`src/rtl/instr_loader_pkg.sv`:
```
// Shared types and constants for the instruction-memory loader.
// Optional feature macro: LOADER_CHECKSUM_EN (adds the CSUM state behaviour).
package instr_loader_pkg;

   localparam int          IM_DEPTH_DEF  = 32;
   localparam logic [31:0] HALT_WORD_DEF = 32'hFFFF_FFFF;

   typedef enum logic [2:0] {
      IDLE,
      LOAD,
      CSUM,
      FILL,
      RUN,
      ERROR
   } state_t;

endpackage

```
`src/rtl/instr_loader_if.sv`:
```
// Byte-stream handshake plus instruction-memory write port of the loader.
// master = host/boot side and memory, slave = loader.
interface instr_loader_if #(
   parameter int ADDR_W = 5
) ();

   logic [7:0]        byte_i;
   logic              byte_valid_i;
   logic              byte_ready_o;
   logic              im_we_o;
   logic [ADDR_W-1:0] im_addr_o;
   logic [31:0]       im_data_o;

   modport master (
      output byte_i, byte_valid_i,
      input  byte_ready_o, im_we_o, im_addr_o, im_data_o
   );

   modport slave (
      input  byte_i, byte_valid_i,
      output byte_ready_o, im_we_o, im_addr_o, im_data_o
   );

endinterface

```
`src/rtl/instr_loader_byte_packer.sv`:
```
// Packs accepted bytes MSB-first into 32-bit words and pulses word_valid
// the cycle after the 4th byte. Running XOR exists only with LOADER_CHECKSUM_EN.
module instr_loader_byte_packer
   import instr_loader_pkg::*;
(
   input  logic        clk_i,
   input  logic        rst_i,
   input  logic        clear,
   input  logic        accept,
   input  logic [7:0]  byte_in,
   output logic [31:0] word,
   output logic        word_valid
`ifdef LOADER_CHECKSUM_EN
   ,
   output logic [7:0]  csum
`endif
);

   logic [1:0] cnt;

   // NOTE: sequential state uses non-blocking assignments only, so every
   // register samples pre-edge values regardless of block ordering.
   always_ff @(posedge clk_i) begin
      if (!rst_i || clear) begin
         cnt        <= '0;
         word       <= '0;
         word_valid <= 1'b0;
      end else begin
         word_valid <= accept && (cnt == 2'd3);
         if (accept) begin
            word <= {word[23:0], byte_in};
            cnt  <= cnt + 2'd1;
         end
      end
   end

`ifdef LOADER_CHECKSUM_EN
   always_ff @(posedge clk_i) begin
      if (!rst_i || clear) begin
         csum <= '0;
      end else if (accept) begin
         csum <= csum ^ byte_in;
      end
   end
`endif

endmodule

```
`src/rtl/instr_loader.sv`:
```
// Streams a byte image into instruction memory, pads with the halt word and
// releases the CPU from reset. Optional feature macro: LOADER_CHECKSUM_EN.
module instr_loader
   import instr_loader_pkg::*;
#(
   parameter int          IM_DEPTH  = IM_DEPTH_DEF,
   parameter int          ADDR_W    = 5,
   parameter logic [31:0] HALT_WORD = HALT_WORD_DEF
) (
   input  logic              clk_i,
   input  logic              rst_i,
   input  logic              load_start_i,
   instr_loader_if.slave     bus,
   output logic              cpu_rst_n_o,
   output logic              busy_o,
   output logic              done_o,
   output logic              err_o,
   output logic [ADDR_W:0]   word_count_o
);

   localparam logic [ADDR_W-1:0] LAST_ADDR  = ADDR_W'(IM_DEPTH - 1);
   localparam logic [ADDR_W:0]   FULL_COUNT = (ADDR_W + 1)'(IM_DEPTH);

   state_t            state, next_state;
   logic [ADDR_W-1:0] addr, addr_next;
   logic [ADDR_W:0]   count, count_next;
   logic              cpu_rst_n;
   logic              start, ready, load_accept, we;
   logic [31:0]       data;
   logic [31:0]       word;
   logic              word_valid;
`ifdef LOADER_CHECKSUM_EN
   logic [7:0]        csum;
`endif

   instr_loader_byte_packer u_packer (
      .clk_i      (clk_i),
      .rst_i      (rst_i),
      .clear      (start),
      .accept     (load_accept),
      .byte_in    (bus.byte_i),
      .word       (word),
      .word_valid (word_valid)
`ifdef LOADER_CHECKSUM_EN
      ,
      .csum       (csum)
`endif
   );

   // NOTE: every output of this block gets a default first, so no path
   // through the case statement can infer a latch.
   always_comb begin
      next_state  = state;
      addr_next   = addr;
      count_next  = count;
      start       = 1'b0;
      ready       = 1'b0;
      load_accept = 1'b0;
      we          = 1'b0;
      data        = '0;
      case (state)
         IDLE, RUN, ERROR: begin
            if (load_start_i) begin
               start      = 1'b1;
               next_state = LOAD;
               addr_next  = '0;
               count_next = '0;
            end
         end
         LOAD: begin
            // The write cycle blocks intake so the packer never overlaps words.
            ready       = !word_valid;
            load_accept = bus.byte_valid_i && !word_valid;
            if (word_valid) begin
               we         = 1'b1;
               data       = word;
               addr_next  = addr + ADDR_W'(1);
               count_next = count + (ADDR_W + 1)'(1);
               if (word == HALT_WORD) begin
`ifdef LOADER_CHECKSUM_EN
                  next_state = CSUM;
`else
                  next_state = (addr == LAST_ADDR) ? RUN : FILL;
`endif
               end else if (addr == LAST_ADDR) begin
                  next_state = ERROR;
               end
            end
         end
`ifdef LOADER_CHECKSUM_EN
         CSUM: begin
            ready = 1'b1;
            if (bus.byte_valid_i) begin
               if (bus.byte_i != csum)       next_state = ERROR;
               else if (count == FULL_COUNT) next_state = RUN;
               else                          next_state = FILL;
            end
         end
`endif
         FILL: begin
            we   = 1'b1;
            data = HALT_WORD;
            if (addr == LAST_ADDR) next_state = RUN;
            else                   addr_next  = addr + ADDR_W'(1);
         end
         default: next_state = IDLE;
      endcase
   end

   always_ff @(posedge clk_i) begin
      if (!rst_i) begin
         state     <= IDLE;
         addr      <= '0;
         count     <= '0;
         cpu_rst_n <= 1'b0;
      end else begin
         state     <= next_state;
         addr      <= addr_next;
         count     <= count_next;
         // Released one cycle after RUN is entered; dropped on the restart edge.
         cpu_rst_n <= (state == RUN) && (next_state == RUN);
      end
   end

   assign bus.byte_ready_o = ready;
   assign bus.im_we_o      = we;
   assign bus.im_addr_o    = addr;
   assign bus.im_data_o    = data;
   assign cpu_rst_n_o      = cpu_rst_n;
   assign busy_o           = (state == LOAD) || (state == FILL) || (state == CSUM);
   assign done_o           = (state == RUN);
   assign err_o            = (state == ERROR);
   assign word_count_o     = count;

endmodule

```
`src/flat_wrapper.sv`:
```
// flat-port wrapper written by rule: the top's interface ports become plain ports
module instr_loader_flat import instr_loader_pkg::*;
#(
   parameter int          IM_DEPTH  = IM_DEPTH_DEF,
   parameter int          ADDR_W    = 5,
   parameter logic [31:0] HALT_WORD = HALT_WORD_DEF
)
  (clk_i, rst_i, load_start_i, cpu_rst_n_o, busy_o, done_o, err_o, word_count_o, bus_byte_i, bus_byte_valid_i, bus_byte_ready_o, bus_im_we_o, bus_im_addr_o, bus_im_data_o);
  instr_loader_if #(.ADDR_W(ADDR_W)) bus_i ();
  input  logic clk_i;
  input  logic rst_i;
  input  logic load_start_i;
  output logic cpu_rst_n_o;
  output logic busy_o;
  output logic done_o;
  output logic err_o;
  output logic [ADDR_W:0] word_count_o;
  input wire logic [$bits(bus_i.byte_i)-1:0] bus_byte_i;
  input wire logic [$bits(bus_i.byte_valid_i)-1:0] bus_byte_valid_i;
  output wire logic [$bits(bus_i.byte_ready_o)-1:0] bus_byte_ready_o;
  output wire logic [$bits(bus_i.im_we_o)-1:0] bus_im_we_o;
  output wire logic [$bits(bus_i.im_addr_o)-1:0] bus_im_addr_o;
  output wire logic [$bits(bus_i.im_data_o)-1:0] bus_im_data_o;
  assign bus_i.byte_i = bus_byte_i;
  assign bus_i.byte_valid_i = bus_byte_valid_i;
  assign bus_byte_ready_o = bus_i.byte_ready_o;
  assign bus_im_we_o = bus_i.im_we_o;
  assign bus_im_addr_o = bus_i.im_addr_o;
  assign bus_im_data_o = bus_i.im_data_o;
  instr_loader #(.IM_DEPTH(IM_DEPTH), .ADDR_W(ADDR_W), .HALT_WORD(HALT_WORD)) u_core (.clk_i(clk_i), .rst_i(rst_i), .load_start_i(load_start_i), .bus(bus_i), .cpu_rst_n_o(cpu_rst_n_o), .busy_o(busy_o), .done_o(done_o), .err_o(err_o), .word_count_o(word_count_o));
endmodule
```
`config.mk`:
```
export PLATFORM = sky130hd
export DESIGN_NAME = instr_loader_flat
export DESIGN_NICKNAME = d
export VERILOG_FILES = /design/src/rtl/instr_loader_pkg.sv /design/src/rtl/instr_loader_if.sv /design/src/rtl/instr_loader_byte_packer.sv /design/src/rtl/instr_loader.sv /design/src/flat_wrapper.sv
export SDC_FILE = /design/constraint.sdc
export NUM_CORES = 1
export LEC_CHECK = 0
export CORE_MARGIN = 3
export CORE_UTILIZATION = 25
export CTS_BUF_LIST = sky130_fd_sc_hd__clkbuf_8
export CTS_CLUSTER_DIAMETER = 150
export DETAILED_ROUTE_END_ITERATION = 6
export HOLD_SLACK_MARGIN = 0.1
export PLACE_DENSITY = 0.56
export SLEW_MARGIN = 10
export SYNTH_ARGS = -nofsm -noshare
export SYNTH_HDL_FRONTEND = slang
export SYNTH_SLANG_ARGS = --single-unit
```
`constraint.sdc`:
```
create_clock -name clk_i -period 3.8 [get_ports clk_i]
set_input_delay 0.57 -clock clk_i [delete_from_list [all_inputs] [get_ports clk_i]]
set_output_delay 0.57 -clock clk_i [all_outputs]
set_load 0.05 [all_outputs]
```
# --- Word-level counts from Yosys, hierarchy flattened ---
# Cells that the tools add are included.
word_totals:
  output_inout_bits: 49
  inputBits: 12
  register_bits: 50
  elab_cells: 58
op_classes:
  mux: 22
  addsub: 3
  reduce_logical: 14
  n_eq_ne: 12
op_table:
  columns: ["op", "n"]
  rows:
  - ["one-hot mux 32 bit (2 select lines)", 1]
  - ["equality test 32 bit, second input constant", 1]
  - ["two-way mux 32 bit", 1]
  - ["two-way mux 3 bit", 6]
  - ["two-way mux 5 bit", 3]
  - ["one-hot mux 5 bit (3 select lines)", 1]
  - ["two-way mux 6 bit", 2]
  - ["one-hot mux 6 bit (2 select lines)", 1]
  - ["equality test 3 bit, second input constant", 3]
  - ["one-hot mux 3 bit (3 select lines)", 1]
  - ["adder 6 x 1 -> 6 bit, second input constant", 1]
  - ["equality test 3 x 2 -> 1 bit, second input constant", 2]
  - ["!= test 2 bit, second input constant", 3]
  - ["adder 5 x 1 -> 5 bit, second input constant", 1]
  - ["equality test 5 bit, second input constant", 1]
  - ["two-way mux 1 bit", 5]
  - ["AND reduction 4 bit", 1]
  - ["equality test 3 x 1 -> 1 bit, second input constant", 1]
  - ["logical AND 1 bit", 3]
  - ["zero test 3 bit", 1]
  - ["logical OR 1 bit", 3]
  - ["AND reduction 3 bit", 1]
  - ["nonzero test 3 bit", 1]
  - ["OR reduction 3 bit", 1]
  - ["other kinds (5)", 6]

# --- Logic depth before layout (Yosys ltp) ---
depth:
  depth_word: 7
  depth_mapped: 7
  ltp_nobuf: 6

# --- Hierarchy ---
# A second synthesis with hierarchy kept.
hier_totals:
  hier_cells: 286
  hier_area_um2: 2422.3
modules_own_cells:
  columns: ["mod", "n_inst", "area_each_um2", "cells_each", "seq_area_each_um2"]
  rows:
  - ["instr_loader_byte_packer", 1, 1303.8, 115, 700.7]
  - ["instr_loader", 1, 1118.6, 171, 300.3]

# --- Least setup slack after synthesis ---
# OpenSTA, ideal clock, no wires.
synth_path:
  kind: "reg-to-output"
  startpoint: "register u_core.state[0]"
  endpoint: "output port bus_byte_ready_o"
  slack_ps: 1553
  arrival_time_ps: 1677
  path_stages_with_launch: 5
  required_time_ps: 3230
  cell_sequence: "dfxtp_1 -> buf_4 -> nand2b_1 -> buf_4 -> nor3_1"
synth_between:
  elab_chain_len: 2
synth_rtl:
  columns: ["element", "line_no", "text"]
  rows:
  - ["start, declared", "instr_loader.sv:24", "state_t state, next_state;"]
  - ["start signal, assigned", "instr_loader.sv:117", "state <= next_state;"]
  - ["equality test 3 x 1 -> 1 bit", "instr_loader.sv:61", "case (state)"]
  - ["two-way mux 1 bit", "instr_loader.sv:61", null]
  - ["end, declared", "flat_wrapper.sv:20", "output wire logic [$bits(bus_i.byte_ready_o)-1:0] bus_byte_ready_o;"]
# Every way passes these cells.

# --- Final worst setup path ---
layout_path:
  startpoint: "register u_core.state[1]"
  endpoint: "output port bus_im_data_o[23]"
layout_between:
  elab_chain_len: 2
layout_rtl:
  columns: ["element", "line_no", "text"]
  rows:
  - ["equality test 3 x 2 -> 1 bit / equality test 3 x 1 -> 1 bit (equally long branches)", "instr_loader.sv:61", null]
  - ["one-hot mux 32 bit (2 select lines) (*)", "instr_loader.sv:61", null]
  - ["end, declared", "flat_wrapper.sv:23", "output wire logic [$bits(bus_i.im_data_o)-1:0] bus_im_data_o;"]
# Mark *: on every way between the ends. The rest lies on a longest branch, timed or not.

==> impl_metrics.env <==
export IMPL_status="complete, no violations"
export IMPL_power_leakage_nw=1.17
export IMPL_ys_seq_area_share_pct=43.1
export IMPL_fmax_mhz=322
export IMPL_drc=0
export IMPL_initial_utilization_pct=26.2
export IMPL_ys_types=36
export IMPL_post_place_ws_ps=1070
export IMPL_power_share_switching_pct=26.1
export IMPL_slew_violations=0
export IMPL_period_share_pct=81.8
export IMPL_setup_worst_path_end_class="primary output"
export IMPL_cts_tree="built"
export IMPL_hold_viol=0
export IMPL_cts_hold_buf=0
export IMPL_layout_setup_ws_ps=693
export IMPL_cts_max_path_buffers=2
export IMPL_port_buffers=60
export IMPL_clkPwrFrac_pct=34.2
export IMPL_grt_start_max_net_pins=42
export IMPL_p_sw_uw=242
export IMPL_drtIter0Drc=89
export IMPL_dieArea_um2=10500
export IMPL_pwr_density_cell_nw_per_um2=303
export IMPL_cts_htree_levels=2
export IMPL_die_w_um=102
export IMPL_cts_resized=0
export IMPL_fin_cells=481
export IMPL_clk_latency_ps=310
export IMPL_cts_num_sinks=50
export IMPL_overflow=0
export IMPL_peakVddDrop_uv=136
export IMPL_timing_setup_tns_ps=0
export IMPL_final_layout_size_suffix_gt1_share_pct=3.75
export IMPL_num_vias=2266
export IMPL_synth_ff_type="dfxtp_1"
export IMPL_post_route_min_period_ps=3110
export IMPL_worstHoldPathType="register to register"
export IMPL_cts_root_buffer_cell="clkbuf_8"
export IMPL_grt_pass1_vias=2144
export IMPL_core_area_um2=8850
export IMPL_cts_buffers=5
export IMPL_comb_power_share_pct=7.9
export IMPL_synthArstFlopShare_pct=0
export IMPL_cp_max_fo=22
export IMPL_cp_required_ps=3230
export IMPL_synth_seq_cells=50
export IMPL_fp_row_count=34
export IMPL_grt_antenna_before_repair=0
export IMPL_wl_um=6280
export IMPL_wire_per_inst_um=13.1
export IMPL_io_pins=61
export IMPL_path_clk_slew_ps=90
export IMPL_crit_arrival_ps=2540
export IMPL_critPathLaunchType="register"
export IMPL_total_power_uw=928
export IMPL_diodes=0
export IMPL_finClkSkew_ps=13.9
export IMPL_critical_path_class="register to primary output"
export IMPL_dieHeight_um=102
export IMPL_mappedNetlistArea_um2=2320
export IMPL_rsz0062_at_grt="false"
export IMPL_placed_cells=473
export IMPL_syn_nets=340
export IMPL_vias_per_cell=4.71
export IMPL_grt_pass1_wl_um=10500
export IMPL_worstMarginPinSlew_ps=867
export IMPL_grt_usage_pct=12.4
export IMPL_power_frac_seq_pct=58.0
export IMPL_gp_congestion=0.821
export IMPL_synth_edff_count=0
export IMPL_syn_inst=324
export IMPL_cts_setup_buffers=0
export IMPL_cap_violations=0
export IMPL_intPower_uw=686
export IMPL_relSlewSlack_pct=42.2
export IMPL_area_delta_synth_final_pct=32.1
export IMPL_ant_nets=0
export IMPL_finalSetupViolCount=0
export IMPL_dp_hpwl_um=4400
export IMPL_first_pass_iters=4
export IMPL_nets=388
export IMPL_avgSynthCellArea_um2=7.16
export IMPL_yosys_warnings=0
## Yosys cell counts, types with 3 or more instances
master / number / area (um^2)
nand2_1: 135 / 507
nand4_1: 9 / 56.3
inv_1: 3 / 11.3
dfxtp_1: 50 / 1000
nand3_1: 6 / 30.0
or3_1: 4 / 25.0
and3_1: 3 / 18.8
o21ai_0: 5 / 25.0
buf_4: 3 / 22.5
nor2_1: 13 / 48.8
ha_1: 4 / 50.1
a21oi_1: 39 / 195
nor4_1: 4 / 25.0
buf_2: 5 / 25.0
clkbuf_1: 14 / 52.6
## routing by layer
layer | routed length (um) | track usage, % | up-vias
li1 | - | - | 1170
met1 | 3100 | 17.4 | 1042
met2 | 2790 | 19.1 | 49
met3 | 320 | 2.87 | 5
met4 | 69 | 3.33 | 0
met5 | 0 | 0 | -
## worst paths after layout
path	start	to	slack, ps	cells after the start
setup / recovery	u_core.state[1]	bus_im_data_o[23]	690	4
hold / removal	u_core.u_packer.cnt[1]	u_core.u_packer.cnt[1]	460	2
setup reg to reg	u_core.state[1]	u_core.bus.im_addr_o[1]	1640	5
hold reg to reg	u_core.u_packer.cnt[1]	u_core.u_packer.cnt[1]	460	2
## worst max-delay path, cell delays in order, from the launching register on
cell,delay [ps]
dfxtp_1,540
nand3b_1,430
buf_4,370
nand2_1,80
clkdlybuf4s50_1,810
## cell type report
class | count | area (um^2)
tap | 108 | 135
multi-input combinational | 248 | 1200
clock buffer | 5 | 68.8
sequential | 50 | 1000
timing repair buffer | 64 | 631
fill | 977 | 5780
clock inverter | 3 | 21.3
inverter | 3 | 11.3
## layout by cell type, fill, tap and decap left out, types with 3 or more instances in the layout
| cell | Yosys | layout |
|---|---|---|
| a21oi_1 | 39 | 39 |
| and3_1 | 3 | 3 |
| buf_4 | 3 | 4 |
| clkbuf_8 | 0 | 5 |
| clkdlybuf4s50_1 | 0 | 60 |
| dfxtp_1 | 50 | 50 |
| ha_1 | 4 | 4 |
| inv_1 | 3 | 3 |
| nand2_1 | 135 | 135 |
| nand3_1 | 6 | 6 |
| nand4_1 | 9 | 9 |
| nor2_1 | 13 | 13 |
| nor4_1 | 4 | 4 |
| o21ai_0 | 5 | 5 |
| or3_1 | 4 | 4 |
## kinds of logic after synthesis
| logic type | count (synthesis) | synth area share, % |
|---|---|---|
| and+or+nand+nor | 185 | 34.0 |
| buffers and inverters | 26 | 5.29 |
| xor gates and xnor gates | 2 | 0.755 |
| AOI/OAI and AO/OA | 56 | 14.2 |
| adders and majority gates | 4 | 2.16 |
| DFF | 50 | 43.1 |
| muxes | 1 | 0.432 |
## power by group through the flow
stage                     sequential [mW]  clock (mW)  combinational (mW)
after floorplan                     0.550           0              0.0485
after global placement              0.550           0              0.0734
after detailed placement            0.550           0              0.0736
after CTS                           0.538       0.329              0.0740
after global routing                0.539       0.354              0.0810
final                               0.538       0.317              0.0731
## registers in the layout (all words and copies together) (netlist names)
register                    cells
u_core.bus.im_addr_o            5
u_core.cpu_rst_n_o              1
u_core.state                    3
u_core.u_packer.cnt             2
u_core.u_packer.word           32
u_core.u_packer.word_valid      1
u_core.word_count_o             6
## per-stage QoR
stage / area, um^2 / util [%] / hold WS, ps
5_1_grt: 3060 / 34.6 / 502
4_1_cts: 3060 / 34.6 / 466
2_1_floorplan: 2320 / - / 440
6_report: 3060 / 34.6 / 462
3_5_place_dp: 2970 / 33.6 / 453
3_3_place_gp: 2970 / 33.6 / 446
No activity file was read; power rests on OpenSTA's default activity.
